[config.mk]
export PLATFORM = sky130hd
export DESIGN_NAME = alu_ctrl_seq
export DESIGN_NICKNAME = d
export VERILOG_FILES = /design/src/rtl/alu_ctrl_pkg.sv /design/src/rtl/alu_ctrl_decode.sv /design/src/rtl/alu_ctrl_seq.sv
export SDC_FILE = /design/constraint.sdc
export NUM_CORES = 1
export LEC_CHECK = 0
export ABC_AREA = 1
export ABC_CLOCK_PERIOD_IN_PS = 1350
export BUFFER_PORTS_ARGS = -buffer_cell sky130_fd_sc_hd__buf_2
export CAP_MARGIN = 15
export CORE_AREA = 5 5 42 44
export DETAILED_ROUTE_END_ITERATION = 10
export DIE_AREA = 0 0 47 49
export PLACE_DENSITY_LB_ADDON = 0.2
export REMOVE_ABC_BUFFERS = 1
export SYNTH_ARGS = -nofsm -noshare
export SYNTH_HDL_FRONTEND = slang
export SYNTH_SLANG_ARGS = --single-unit
[constraint.sdc]
create_clock -name clk -period 1.35 [get_ports clk]
set_input_delay 0.0675 -clock clk [delete_from_list [all_inputs] [get_ports clk]]
set_output_delay 0.0675 -clock clk [all_outputs]
set_load 0.01 [all_outputs]
[src/rtl/alu_ctrl_pkg.sv]
// Shared encodings for the registered ALU control sequencer (alu_ctrl_seq).
// Imported by the decoder and the sequencer top.
package alu_ctrl_pkg;

    typedef enum logic [1:0] {
        ALU_OP_ADD = 2'b00,
        ALU_OP_SUB = 2'b01,
        ALU_OP_R   = 2'b10,
        ALU_OP_RMC = 2'b11
    } alu_op_e;

    localparam int unsigned ALU_CNT_ADD = 0;
    localparam int unsigned ALU_CNT_SUB = 1;

    typedef enum logic [1:0] {
        IDLE,
        SINGLE,
        MULTI
    } state_e;

endpackage

[src/rtl/alu_ctrl_decode.sv]
// Combinational {alu_op, opcode} -> {alu_cnt, illegal, is_multi} decoder.
// Out-of-range R-type function codes decode to ADD, flag illegal and never go multi-cycle.
module alu_ctrl_decode
    import alu_ctrl_pkg::*;
#(
    parameter int OPC_W = 4,
    parameter int CNT_W = 3
) (
    input  logic [1:0]       alu_op,
    input  logic [OPC_W-1:0] opcode,
    output logic [CNT_W-1:0] alu_cnt,
    output logic             illegal,
    output logic             is_multi
);

    logic in_range;

    // Legal iff no bit at or above CNT_W is set.
    assign in_range = (opcode >> CNT_W) == '0;

    always_comb begin
        // NOTE: every output gets a default first so no path through the case infers a latch.
        alu_cnt  = '0;
        illegal  = 1'b0;
        is_multi = 1'b0;
        case (alu_op)
            ALU_OP_ADD: alu_cnt = CNT_W'(ALU_CNT_ADD);
            ALU_OP_SUB: alu_cnt = CNT_W'(ALU_CNT_SUB);
            default: begin
                if (in_range) begin
                    alu_cnt  = opcode[CNT_W-1:0];
                    is_multi = (alu_op == ALU_OP_RMC);
                end else begin
                    illegal = 1'b1;
                end
            end
        endcase
    end

endmodule

[src/rtl/alu_ctrl_seq.sv]
// Registered ALU control sequencer: valid/ready request in, one or MC_CYCLES control beats out.
// Optional build macro ALU_CTRL_PERF_EN adds saturating perf_ops / perf_illegal counters.
module alu_ctrl_seq
    import alu_ctrl_pkg::*;
#(
    parameter  int OPC_W     = 4,
    parameter  int CNT_W     = 3,
    parameter  int MC_CYCLES = 4,
    localparam int STEP_W    = (MC_CYCLES > 1) ? $clog2(MC_CYCLES) : 1
) (
    input  logic              clk,
    input  logic              rst,
    input  logic              in_valid,
    output logic              in_ready,
    input  logic [1:0]        alu_op,
    input  logic [OPC_W-1:0]  opcode,
    output logic              out_valid,
    input  logic              out_ready,
    output logic [CNT_W-1:0]  alu_cnt,
    output logic [STEP_W-1:0] alu_step,
    output logic              alu_last,
    output logic              illegal
`ifdef ALU_CTRL_PERF_EN
    ,
    output logic [15:0]       perf_ops,
    output logic [15:0]       perf_illegal
`endif
);

    localparam logic [STEP_W-1:0] LAST_STEP = STEP_W'(MC_CYCLES - 1);
    localparam bit                MC_EN     = (MC_CYCLES > 1);

    state_e            state;
    logic [CNT_W-1:0]  dec_cnt;
    logic              dec_illegal;
    logic              dec_multi;
    logic              accept;
    logic              advance;
    logic              fire_last;
    logic [STEP_W-1:0] next_step;

    alu_ctrl_decode #(
        .OPC_W (OPC_W),
        .CNT_W (CNT_W)
    ) u_decode (
        .alu_op   (alu_op),
        .opcode   (opcode),
        .alu_cnt  (dec_cnt),
        .illegal  (dec_illegal),
        .is_multi (dec_multi)
    );

    // A new request may only land when the current op retires this cycle.
    assign in_ready  = (state == IDLE)
                     | ((state == SINGLE) & out_ready)
                     | ((state == MULTI) & out_ready & alu_last);
    assign accept    = in_valid & in_ready;
    assign advance   = (state == MULTI) & out_ready & ~alu_last;
    assign fire_last = out_valid & out_ready & alu_last;
    assign next_step = alu_step + STEP_W'(1);

    always_ff @(posedge clk or posedge rst) begin
        if (rst) begin
            state     <= IDLE;
            out_valid <= 1'b0;
            alu_cnt   <= '0;
            alu_step  <= '0;
            alu_last  <= 1'b0;
            illegal   <= 1'b0;
        end else if (accept) begin
            // NOTE: non-blocking assignments so every register here sees pre-edge values.
            out_valid <= 1'b1;
            alu_cnt   <= dec_cnt;
            illegal   <= dec_illegal;
            alu_step  <= '0;
            if (dec_multi && MC_EN) begin
                state    <= MULTI;
                alu_last <= 1'b0;
            end else begin
                state    <= SINGLE;
                alu_last <= 1'b1;
            end
        end else if (advance) begin
            alu_step <= next_step;
            alu_last <= (next_step == LAST_STEP);
        end else if (fire_last) begin
            state     <= IDLE;
            out_valid <= 1'b0;
            alu_last  <= 1'b0;
        end
    end

`ifdef ALU_CTRL_PERF_EN
    always_ff @(posedge clk or posedge rst) begin
        if (rst) begin
            perf_ops     <= '0;
            perf_illegal <= '0;
        end else if (fire_last) begin
            if (perf_ops != 16'hFFFF)
                perf_ops <= perf_ops + 16'd1;
            if (illegal && perf_illegal != 16'hFFFF)
                perf_illegal <= perf_illegal + 16'd1;
        end
    end
`else
    // Default build carries no performance counters.
`endif

endmodule
==> flow_summary.rst <==
.. list-table::
   :header-rows: 1

   * - Metric
     - Value
   * - H-tree lvl count
     - 1
   * - Global routing met1 resource utilization
     - 15.2%
   * - Sequential fraction of the synthesis area
     - 48.9%
   * - Met3 track utilization from global routing
     - 4.43%
   * - Die Span X
     - 47 µm
   * - Number of antenna cells inserted
     - 0
   * - Number of iterations in the first detailed-routing pass
     - 2
   * - Portion of synthesized cell area occupied by the leading cell type
     - 48.9%
   * - Synth-to-Final Area Change
     - 27.6%
   * - Seq cells post-synth
     - 10
   * - Final setup violation count
     - 0
   * - Pins Over Slew Limit
     - 0
   * - Post-synthesis instance area
     - 512 µm²
   * - Post-synth EDFFs
     - 0
   * - Tcrit/Tclk final
     - 85.8%
   * - Number of standard-cell rows in the floorplan
     - 14
   * - Std-Cell Core Area
     - 0.00140 mm²
   * - Total Negative Setup Slacks
     - 0 ps
   * - Highest attainable clock frequency
     - 0.863 GHz
   * - Crit path required time
     - 1280 ps
   * - Share of layout cells above drive strength 1
     - 32.5%
   * - Top FF cell, synth
     - sky130_fd_sc_hd__dfrtp_1
   * - Die Y
     - 49 µm
   * - CTS root buf
     - sky130_fd_sc_hd__clkbuf_4
   * - Critical path arrival
     - 1090 ps
   * - Yosys top cell by area
     - sky130_fd_sc_hd__dfrtp_1
   * - Number of synthesis warnings
     - 0
   * - Number of distinct standard cells referenced by the synthesized netlist
     - 12
   * - Pwr Density
     - 2000 mW/mm²
   * - Worst min path class
     - input pin to register
   * - GRT Overall Usage
     - 11.2%
   * - Area of combinational cells with multiple inputs
     - 201 µm²
   * - Critical path fanouts, max
     - 4
   * - Crit start category
     - register
   * - Area of the die
     - 0.00230 mm²
   * - Average vias per placed instance
     - 4.60
   * - Max-cap violations
     - 0
   * - Setup repair after global routing missed its margin
     - no
   * - GR Layer Usage met2
     - 14.5%
   * - Hold Vio Cnt, Final
     - 0
   * - Worst Clk Skew
     - 1.26 ps
   * - Most frequent cell after synthesis
     - sky130_fd_sc_hd__nand2_1
   * - Total Routed Length
     - 1020 µm
   * - Global-route wire length before repair
     - 1830 µm
   * - Drt drc
     - 0
   * - Average instance area after synthesis
     - 8.39 µm²
   * - Most used routing layer
     - met1
   * - Routed length per instance
     - 10.3 µm
   * - Worst-margin pin slew
     - 405 ps
   * - Clk slew on worst S/H paths
     - 70 ps
   * - Leakage power total
     - 0.373 nW
   * - Post-CTS Setup Repair Bufs
     - 0
   * - Category of the worst setup path capture point
     - output port
   * - Worst vdd rail ir drop
     - 0.665 mV
   * - I/O pin total
     - 19
   * - Clock tree from TritonCTS
     - built
   * - Post-DRT Antenna Nets
     - 0
   * - Count of port buffers added during placement
     - 18
   * - Antenna violations before repair
     - 0
   * - Post-synth ARST share
     - 100%
   * - Status
     - finished clean
   * - Filler instances
     - 156
   * - Largest net degree at the start of global routing
     - 14
   * - Vias in the first global route
     - 446
   * - Category of the most critical setup path
     - register to output port
   * - Count of nets after finishing
     - 95
   * - Footprint of the flip-flops and latches
     - 250 µm²
   * - Iteration-0 DRC Markers
     - 5
   * - DPL Wire Length
     - 811 µm
   * - Top post-synthesis cells by area
     - sky130_fd_sc_hd__dfrtp_1, sky130_fd_sc_hd__nand3_1, sky130_fd_sc_hd__nand2_1
   * - Count of vias placed by the detailed router
     - 455
   * - Buffer levels on the longest clock path
     - 2
   * - Global placement routability congestion
     - 0.804
   * - Initial core utilization
     - 36.5%
   * - Post-route total power
     - 1.31 mW
   * - CTS Buf Count
     - 3
   * - Cells after synthesis
     - 61
   * - List of most frequent post-synthesis cells
     - sky130_fd_sc_hd__nand2_1, sky130_fd_sc_hd__inv_1, sky130_fd_sc_hd__nand3_1
   * - Clock net sink count
     - 10
   * - Worst slew margin relative to its limit
     - 72.9%
   * - Final Critical Period
     - 1160 ps
   * - Clock latency of the later-clocked register in the worst-skew pair
     - 260 ps
   * - Overflow left after global routing
     - 0
-- report_power, final --
| group | internal (mW) | leakage [nW] | switching [mW] | total, mW |
|---|---|---|---|---|
| registers | 0.425 | 0.127 | 0.0881 | 0.513 |
| logic | 0.206 | 0.225 | 0.325 | 0.531 |
| clock network | 0.164 | 0.0210 | 0.102 | 0.266 |
-- timing repair --
item | 4_1_cts | 5_1_grt
gates resized for setup | 0 | 0
setup endpoints to repair | 0 | 0
hold buffers | 1 | 0
hold endpoints to repair | 10 | 0
-- stage by stage --
step	util, %	hold slack [ps]	area, µm²	worst slack (ps)	instances
final	46.6	61.6	653	191	99
after global routing	46.6	67.5	653	80.3	99
after CTS	46.6	58.9	653	164	99
after detailed placement	43.3	74.5	607	246	94
after global placement	43.3	63.2	607	268	94
after floorplan	-	-92.3	497	286	60
-- sequential cells by signal, indices dropped and copies added, names as in the netlist --
name,cells
state,2
illegal,1
alu_last,1
alu_cnt,3
alu_step,2
out_valid,1
-- area by class of cell --
class	count	share of cell area, %
Clock buffer	4	5.56
Inverter	12	6.90
Multi-Input combinational cell	38	30.8
Sequential cell	10	38.3
Tap cell	16	3.07
Timing Repair Buffer	19	15.3
-- worst max-delay path, stage by stage (launching register included) --
cell and delay [ps]:
sky130_fd_sc_hd__dfrtp_1 410, sky130_fd_sc_hd__inv_1 60, sky130_fd_sc_hd__nand4_1 90, sky130_fd_sc_hd__nand2_2 130, sky130_fd_sc_hd__buf_2 150
-- metal layers --
| metal | vias to the layer above | routed length, µm |
|---|---|---|
| li1 | 239 | - |
| met2 | 15 | 431 |
| met5 | - | 0 |
| met3 | 2 | 80 |
| met4 | 0 | 12 |
| met1 | 199 | 491 |
-- final timing paths --
kind                       startpoint         end  slack, ps  cells past startpoint
max                          state[0]    in_ready        190                      4
min reg2reg                alu_cnt[0]  alu_cnt[0]        480                      2
min                         opcode[3]     illegal         60                      3
max in group asynchronous         rst  alu_cnt[0]        740                      3
max reg2reg                  alu_last    state[1]        240                      6
min in group asynchronous         rst     illegal        330                      3
-- placed cells by master (no fill, tap or decap), drive strengths merged --
master,synthesis,routed
buf,1,18
nand2,15,15
inv,12,12
nand3,11,11
dfrtp,10,10
o21ai,8,8
clkbuf,0,4
nor3,2,2
nand4,1,1
ha,1,1
dlygate4sd3,0,1
-- logic make-up (layout without fill, tap and decap cells) --
kind of cell    after synthesis  after routing  share of synthesized area [%]
fa+ha+maj                     1              1                           2.44
buf+inv                      13             35                           11.7
flops                        10             10                           48.9
compound gates                8              8                           10.0
simple gates                 29             29                           26.9
Note: power is estimated with default switching activity, not from simulation.
